$ cat config.mk
export PLATFORM = sky130hd
export DESIGN_NAME = pulse_stretcher_flat
export DESIGN_NICKNAME = d
export VERILOG_FILES = /design/src/rtl/pulse_stretcher_pkg.sv /design/src/rtl/pulse_stretcher_if.sv /design/src/rtl/pulse_stretcher_tick_gen.sv /design/src/rtl/pulse_stretcher.sv /design/src/flat_wrapper.sv
export SDC_FILE = /design/constraint.sdc
export NUM_CORES = 1
export LEC_CHECK = 0
export ABC_AREA = 1
export ABC_CLOCK_PERIOD_IN_PS = 6100
export CORE_MARGIN = 5
export CORE_UTILIZATION = 50
export CTS_CLUSTER_DIAMETER = 50
export CTS_CLUSTER_SIZE = 10
export DETAILED_ROUTE_END_ITERATION = 16
export GPL_ROUTABILITY_DRIVEN = 0
export GPL_TIMING_DRIVEN = 0
export PLACE_DENSITY_LB_ADDON = 0.08
export SETUP_SLACK_MARGIN = 0.4
export SLEW_MARGIN = 20
export SYNTH_ARGS = -nofsm -noshare
export SYNTH_HDL_FRONTEND = slang
export SYNTH_HIERARCHICAL = 1
export SYNTH_SLANG_ARGS = --single-unit
$ cat constraint.sdc
create_clock -name clk -period 6.1 [get_ports clk]
set_input_delay 0.61 -clock clk [delete_from_list [all_inputs] [get_ports clk]]
set_output_delay 0.61 -clock clk [all_outputs]
set_load 0.02 [all_outputs]
$ cat src/rtl/pulse_stretcher_pkg.sv
// Shared types and helpers for the LED pulse stretcher and related display blocks.
package pulse_stretcher_pkg;

  typedef enum logic [1:0] {
    ST_IDLE = 2'd0,
    ST_ON   = 2'd1,
    ST_GAP  = 2'd2
  } state_e;

  // Elaboration-time ceil(log2(value)); callers pass values >= 2.
  function automatic int clog2_f(input int value);
    int result;
    int rem;
    result = 0;
    rem    = value - 1;
    while (rem > 0) begin
      rem    = rem >> 1;
      result = result + 1;
    end
    return result;
  endfunction

endpackage

$ cat src/rtl/pulse_stretcher_if.sv
// Event/status bundle between a pulse source and the LED stretcher.
interface pulse_stretcher_if #(
  parameter int QUEUE_W = 3
);
  logic               evt;
  logic               clr_ovf;
  logic               led;
  logic               busy;
  logic [QUEUE_W-1:0] pending;
  logic               ovf;

  modport master (output evt, output clr_ovf, input led, input busy, input pending, input ovf);
  modport slave  (input evt, input clr_ovf, output led, output busy, output pending, output ovf);
endinterface

$ cat src/rtl/pulse_stretcher_tick_gen.sv
// Free-running prescaler emitting a one-cycle tick every CLK_DIV cycles; clr restarts the count.
module tick_gen
  import pulse_stretcher_pkg::*;
#(
  parameter int CLK_DIV = 250_000
) (
  input  logic clk,
  input  logic rst_n,
  input  logic clr,
  output logic tick
);

  localparam int            PW        = clog2_f(CLK_DIV);
  localparam logic [PW-1:0] PRESC_END = PW'(CLK_DIV - 1);
  localparam logic [PW-1:0] PRESC_ONE = PW'(1);

  logic [PW-1:0] presc_r;

  // Prescaler register: wraps at terminal count, restarts on clr.
  always_ff @(posedge clk or negedge rst_n) begin
    if (!rst_n) begin
      presc_r <= '0;
    end else if (clr || (presc_r == PRESC_END)) begin
      presc_r <= '0;
    end else begin
      presc_r <= presc_r + PRESC_ONE;
    end
  end

  assign tick = (presc_r == PRESC_END);

endmodule

$ cat src/rtl/pulse_stretcher.sv
// Stretches single-cycle events into ON/GAP LED flashes, queueing events that arrive mid-flash.
module pulse_stretcher
  import pulse_stretcher_pkg::*;
#(
  parameter int CLK_DIV   = 250_000,
  parameter int ON_TICKS  = 50,
  parameter int GAP_TICKS = 25,
  parameter int QUEUE_W   = 3
) (
  input  logic              clk,
  input  logic              rst_n,
  pulse_stretcher_if.slave  bus
);

  localparam int                 MAX_TICKS = (ON_TICKS > GAP_TICKS) ? ON_TICKS : GAP_TICKS;
  localparam int                 TW        = clog2_f(MAX_TICKS + 1);
  localparam logic [TW-1:0]      ON_LAST   = TW'(ON_TICKS - 1);
  localparam logic [TW-1:0]      GAP_LAST  = TW'(GAP_TICKS - 1);
  localparam logic [TW-1:0]      TCNT_ONE  = TW'(1);
  localparam logic [QUEUE_W-1:0] PEND_MAX  = '1;
  localparam logic [QUEUE_W-1:0] PEND_ONE  = QUEUE_W'(1);

  state_e             state_r, state_s;
  logic [TW-1:0]      tcnt_r, tcnt_s;
  logic [QUEUE_W-1:0] pend_r, pend_s;
  logic               ovf_r, ovf_s;
  logic               led_r, busy_r;
  logic               tick_s, clr_s, enq_s, deq_s, sat_s;

  tick_gen #(.CLK_DIV(CLK_DIV)) u_tick_gen (
    .clk   (clk),
    .rst_n (rst_n),
    .clr   (clr_s),
    .tick  (tick_s)
  );

  // Next-state, queue and overflow decisions.
  always_comb begin
    state_s = state_r;
    enq_s   = 1'b0;
    deq_s   = 1'b0;
    case (state_r)
      ST_IDLE: begin
        if (bus.evt) state_s = ST_ON;
        else         state_s = ST_IDLE;
      end
      ST_ON: begin
        enq_s = bus.evt;
        if (tick_s && (tcnt_r == ON_LAST)) state_s = ST_GAP;
        else                               state_s = ST_ON;
      end
      ST_GAP: begin
        if (tick_s && (tcnt_r == GAP_LAST)) begin
          // An event landing on the dequeue cycle replaces the dequeued one.
          if (pend_r != '0) begin
            state_s = ST_ON;
            deq_s   = !bus.evt;
          end else if (bus.evt) begin
            state_s = ST_ON;
          end else begin
            state_s = ST_IDLE;
          end
        end else begin
          enq_s   = bus.evt;
          state_s = ST_GAP;
        end
      end
      default: state_s = ST_IDLE;
    endcase

    sat_s = enq_s && (pend_r == PEND_MAX);
    if (enq_s && !sat_s) pend_s = pend_r + PEND_ONE;
    else if (deq_s)      pend_s = pend_r - PEND_ONE;
    else                 pend_s = pend_r;

    if (sat_s)            ovf_s = 1'b1;
    else if (bus.clr_ovf) ovf_s = 1'b0;
    else                  ovf_s = ovf_r;

    clr_s = (state_s != state_r) || (state_r == ST_IDLE);
    if (clr_s)       tcnt_s = '0;
    else if (tick_s) tcnt_s = tcnt_r + TCNT_ONE;
    else             tcnt_s = tcnt_r;
  end

  // State, counters and registered outputs.
  always_ff @(posedge clk or negedge rst_n) begin
    if (!rst_n) begin
      state_r <= ST_IDLE;
      tcnt_r  <= '0;
      pend_r  <= '0;
      ovf_r   <= 1'b0;
      led_r   <= 1'b0;
      busy_r  <= 1'b0;
    end else begin
      state_r <= state_s;
      tcnt_r  <= tcnt_s;
      pend_r  <= pend_s;
      ovf_r   <= ovf_s;
      led_r   <= (state_s == ST_ON);
      busy_r  <= (state_s != ST_IDLE);
    end
  end

  assign bus.led     = led_r;
  assign bus.busy    = busy_r;
  assign bus.pending = pend_r;
  assign bus.ovf     = ovf_r;

endmodule

$ cat src/flat_wrapper.sv
// flat-port wrapper written by rule: the top's interface ports become plain ports
module pulse_stretcher_flat import pulse_stretcher_pkg::*;
#(
  parameter int CLK_DIV   = 250_000,
  parameter int ON_TICKS  = 50,
  parameter int GAP_TICKS = 25,
  parameter int QUEUE_W   = 3
)
  (clk, rst_n, bus_evt, bus_clr_ovf, bus_led, bus_busy, bus_pending, bus_ovf);
  pulse_stretcher_if #(.QUEUE_W(QUEUE_W)) bus_i ();
  input  logic clk;
  input  logic rst_n;
  input wire logic [$bits(bus_i.evt)-1:0] bus_evt;
  input wire logic [$bits(bus_i.clr_ovf)-1:0] bus_clr_ovf;
  output wire logic [$bits(bus_i.led)-1:0] bus_led;
  output wire logic [$bits(bus_i.busy)-1:0] bus_busy;
  output wire logic [$bits(bus_i.pending)-1:0] bus_pending;
  output wire logic [$bits(bus_i.ovf)-1:0] bus_ovf;
  assign bus_i.evt = bus_evt;
  assign bus_i.clr_ovf = bus_clr_ovf;
  assign bus_led = bus_i.led;
  assign bus_busy = bus_i.busy;
  assign bus_pending = bus_i.pending;
  assign bus_ovf = bus_i.ovf;
  pulse_stretcher #(.CLK_DIV(CLK_DIV), .ON_TICKS(ON_TICKS), .GAP_TICKS(GAP_TICKS), .QUEUE_W(QUEUE_W)) u_core (.clk(clk), .rst_n(rst_n), .bus(bus_i));
endmodule
## Yosys cells after proc, flatten, opt, wreduce, memory -nomap -nowiden

Cells that the tools add are included.
W data, S select, Z words.

| operators by class | value |
|---|---|
| add/subtract/negate cells | 4 |
| multiply operators | 0 |
| div/mod/pow operators | 0 |
| order comparisons | 0 |
| equal/unequal tests | 8 |
| shift-type cells | 0 |
| multiplexer cells | 17 |
| bitwise logic cells | 0 |
| reductions and logical operators | 14 |

Operator list:

| operator | number |
|---|---|
| $add A18 B1 Y18 const B | 1 |
| $eq A18 B18 Y1 const B | 1 |
| $mux W18 | 1 |
| $mux W6 | 2 |
| $reduce_bool A2 Y1 | 4 |
| $mux W1 | 7 |
| $add A6 B1 Y6 const B | 1 |
| $eq A6 B5 Y1 const B | 1 |
| $eq A6 B6 Y1 const B | 1 |
| $mux W2 | 3 |
| $mux W3 | 2 |
| $pmux W2 S3 | 1 |
| $eq A2 B1 Y1 const B | 2 |
| $logic_and A1 B1 Y1 | 4 |
| $add A3 B1 Y3 const B | 1 |
| $eq A3 B3 Y1 const B | 1 |
| $reduce_bool A3 Y1 | 1 |
| $sub A3 B1 Y3 const B | 1 |
| $eq A2 B2 Y1 const B | 1 |
| $logic_not A1 Y1 | 2 |
| $logic_not A2 Y1 | 1 |
| $logic_or A1 B1 Y1 | 2 |
| $ne A2 B2 Y1 | 1 |
| $pmux W1 S2 | 1 |

| storage, ports and cells | value |
|---|---|
| register bits after elaboration | 32 |
| bits in latches | 0 |
| bits in writable memories | 0 |
| memory bits (read-only) | 0 |
| bits of input ports | 4 |
| output and inout bits | 6 |
| logic and storage cells | 50 |
| memories kept | 0 |

## Logic depth before layout (Yosys ltp)

| logic depth | value |
|---|---|
| depth after elaboration | 8 |
| depth in mapped cells | 18 |
| mapped depth without buffers | 17 |

## By module

Netlist, hierarchy kept.

By module, submodules not included:

| module | times used | cells an instance | area an instance (sq um) | sequential area each (sq um) |
|---|---|---|---|---|
| tick_gen | 1 | 142 | 1049.8 | 450.4 |
| pulse_stretcher | 1 | 111 | 885.8 | 350.3 |

## Worst setup path after synthesis

No wires, ideal clock.

| timing path | value |
|---|---|
| path kind | flip-flop to flip-flop |
| start | register u_core.u_tick_gen.presc_r[0] |
| end | register u_core.u_tick_gen.presc_r[14] |
| setup time | 71 ps |
| arrival | 2625 ps |
| path slack | 3404 ps |
| cell stages (with the launch flop) | 18 |
| cells stage by stage | dfrtp_1 ha_1 nand3_1 nor4_1 inv_2 nor2_4 nand3_2 nor2_2 nand2_1 nand2_2 nand2_2 nand2_2 nand2_2 or2_1 inv_1 nand2_4 buf_6 nor2_1 |

| between the ends | value |
|---|---|
| word-level cells in the longest chain between the ends | 8 |

Ends and longest elaborated chain:

| element | line | source |
|---|---|---|
| from (decl) | pulse_stretcher_tick_gen.sv:17 | `logic [PW-1:0] presc_r;` |
| from (signal assigned) | pulse_stretcher_tick_gen.sv:26 | `presc_r <= presc_r + PRESC_ONE;` |
| $eq A18 B18 Y1 * | pulse_stretcher_tick_gen.sv:30 | `assign tick = (presc_r == PRESC_END);` |
| named net u_core.tick_s | pulse_stretcher.sv:28 | `logic tick_s, clr_s, enq_s, deq_s, sat_s;` |
| $logic_and A1 B1 Y1 (on tied branches) | pulse_stretcher.sv:53, pulse_stretcher.sv:49 |  |
| $mux W2 (on tied branches) | pulse_stretcher.sv:53, pulse_stretcher.sv:49 |  |
| $pmux W2 S3 * | pulse_stretcher.sv:42 | `case (state_r)` |
| $ne A2 B2 Y1 * | pulse_stretcher.sv:80 | `clr_s = (state_s != state_r) \|\| (state_r == ST_IDLE);` |
| $logic_or A1 B1 Y1 * | pulse_stretcher.sv:80 |  |
| named net u_core.clr_s | pulse_stretcher.sv:28 |  |
| $logic_or A1 B1 Y1 * | pulse_stretcher_tick_gen.sv:23 | `end else if (clr \|\| (presc_r == PRESC_END)) begin` |
| $mux W18 * | pulse_stretcher_tick_gen.sv:23 |  |

Mark *: on every way through the listed nets, which the timed path passes. The rest lies on a longest branch.
A chain may end at the register's enable or synchronous reset.

## Worst setup path in the final report

Ends and elaborated chain as after synthesis.

==> metrics.yaml <==
status: "finished clean"
arrival_ns: 3.42
drt-wirelength-per-cell_um: 11.1
die_w_um: 72.2
grt_antenna_before_repair: 0
rsz0062_at_grt: "false"
ys.flop_type: "dfrtp_1"
irDropWorstVdd_uv: 224
finalSetupViolations: 0
row_count: 22
dieArea_sq_um: 5220
synthCells: 253
cts-buffers-inserted: 5
slew_headroom: 0.476
nets: 282
leakage_nw: 0.993
yosysUniqueCellTypes: 27
worst_r2r_path_depth: 15
drtAntennaViolNets: 0
overflow: 0
synth_top_family_by_area: "simple AND/OR/NAND/NOR gates"
finalCoreUtilization: 0.585
timing.final.crit_share: 0.525
fmax_ghz: 0.312
dp_hpwl_mm: 2.65
synth.area.mux_share: 0
synthArstFlopShare: 1.00
grt_usage: 0.154
finish.instance_area_sq_um: 2170
ios: 10
synth_xor_area_frac: 0.0633
layout_common_cells: "nand2_1, nor2_1, inv_1"
dr.pass1.iters: 4
worst_setup_path_end_kind: "flip-flop"
cts_resized: 0
period_minus_slack_ns: 3.20
multi_input_area_sq_um: 965
synth-compound-area-share: 0.0291
register_area_sq_um: 801
numClockSinks: 32
drt-initial-drc-count: 92
cts_hold_buf: 0
grt_max_degree: 33
worst_clock_skew_ns: 0.00516
hp-class: "input pin to asynchronous set/reset pin"
grt_pass1_wl_mm: 6.28
cts_tree: "built"
synth.ff_latch_count: 32
mostFrequentLayoutCell: "nand2_1"
port_buffers: 9
drc: 0
fin_setup_tns_ns: 0
via_per_inst: 4.92
critPathKind: "flip-flop to flip-flop"
area_growth_pct: 12.3
crit_required_ns: 6.32
start_util: 0.521
syn_area_per_cell_sq_um: 7.65
h-tree-depth: 2
place_area_sq_um: 2080
start_kind: "flip-flop"
syn-num-nets: 266
fp.dieH_um: 72.2
maxCapViolations: 0
post_cts_buffers: 0
ys_warn_count: 6
drive_gt1_frac: 0.0889
n_antenna_cell: 0
synth-edff-count: 0
core-area_sq_um: 3720
num_vias: 1563
clk_pin_slew_worst_paths_ns: 0.07
hold_viol: 0
syn-cell-area_sq_um: 1940
power_density_nw_per_um2: 263
synthAdderAreaFrac: 0.0621
clock_path_buffers: 2
cts_root_buf: "clkbuf_8"
yosys.area_share.simple: 0.344
grt_pass1_vias: 1479
totalWireLength_mm: 3.54
max_slew.worst_pin.slew_ns: 0.779
fillers: 344
worstPathMaxFanout: 10
worstSkewPairLatency_ns: 0.29
drv_slew: 0
seq_area_frac_synth: 0.414
==> state kept, by name, summed over array words and instances, names as in the netlist <==
name,cells
u_core/u_tick_gen/presc_r,18
u_core/bus.busy,1
u_core/bus.pending,3
u_core/bus.ovf,1
u_core/state_r,2
u_core/tcnt_r,6
u_core/bus.led,1
==> stage by stage <==
step	setup WS (ns)	hold WS (ns)	total power [mW]	cells
floorplan	3.40	0.314	0.356	253
global placement	2.94	0.516	0.406	310
detailed placement	2.90	0.518	0.408	310
CTS	2.87	0.385	0.581	318
global route	2.59	0.426	0.609	318
finish	2.90	0.365	0.572	318
==> critical path, stage by stage, from the launching register on <==
cell	delay, ns
dfrtp_1	0.44
ha_1	0.23
nand3_1	0.15
nor4_1	0.72
inv_2	0.15
nor2_4	0.13
nand3_2	0.09
nand2_1	0.09
nand2_1	0.07
nand3_1	0.07
nand3_1	0.24
or2_1	0.30
inv_1	0.09
nand2_4	0.10
buf_6	0.16
nor2_1	0.10
==> synth_stat cells (2+ instances only) <==
cell type / instances / area share
nand2_1: 56 / 0.11
nor2_1: 39 / 0.076
inv_1: 37 / 0.072
dfrtp_1: 32 / 0.41
nand3_1: 21 / 0.054
nand4_1: 10 / 0.032
xor2_1: 10 / 0.045
ha_1: 8 / 0.052
nor3_1: 7 / 0.018
nand2_2: 4 / 0.013
o21ai_0: 4 / 0.010
xnor2_1: 4 / 0.018
a21oi_1: 3 / 0.0078
nor2_2: 3 / 0.0097
buf_6: 2 / 0.012
o21bai_1: 2 / 0.0078
==> where the power goes <==
part	switching [mW]	internal, mW	total (mW)
logic	0.0795	0.0582	0.138
registers	0.0286	0.236	0.265
clock network	0.0792	0.0899	0.169
==> kinds of logic (layout without fill, tap and decap cells) <==
logic type	Yosys count	count (layout)
AO/OA/AOI/OAI	10	10
XOR/XNOR	14	14
adder cells (fa/ha/maj)	9	9
buffers and inverters	41	58
flip-flops	32	32
AND/OR/NAND/NOR	147	147
==> metal layers <==
metal,up-vias,GRT usage,share of wire
met3,5,0.0346,0.034
met2,23,0.255,0.46
li1,828,-,-
met1,707,0.189,0.49
met4,0,0.0772,0.018
met5,-,0,0
==> cell type report <==
cell class | instances | area share
buffer | 3 | 0.0127
clock buffer | 6 | 0.0380
clock inverter | 2 | 0.00461
inverter | 38 | 0.0656
multi-input combinational | 180 | 0.444
sequential | 32 | 0.368
tap | 48 | 0.0276
timing repair buffer | 9 | 0.0391
==> final timing paths <==
check                           slack, ns                             to                         start
worst max-delay path                 2.90  u_core/u_tick_gen/presc_r[14]  u_core/u_tick_gen/presc_r[0]
worst min-delay path                 0.36   u_core/u_tick_gen/presc_r[2]                         rst_n
worst min register to register       0.52          u_core/bus.pending[2]         u_core/bus.pending[2]
max in group asynchronous            5.29              u_core/state_r[1]                         rst_n
worst max register to register       2.90  u_core/u_tick_gen/presc_r[14]  u_core/u_tick_gen/presc_r[0]
min in group clk                     0.52          u_core/bus.pending[2]         u_core/bus.pending[2]
Note: power is estimated with default switching activity, not from simulation.
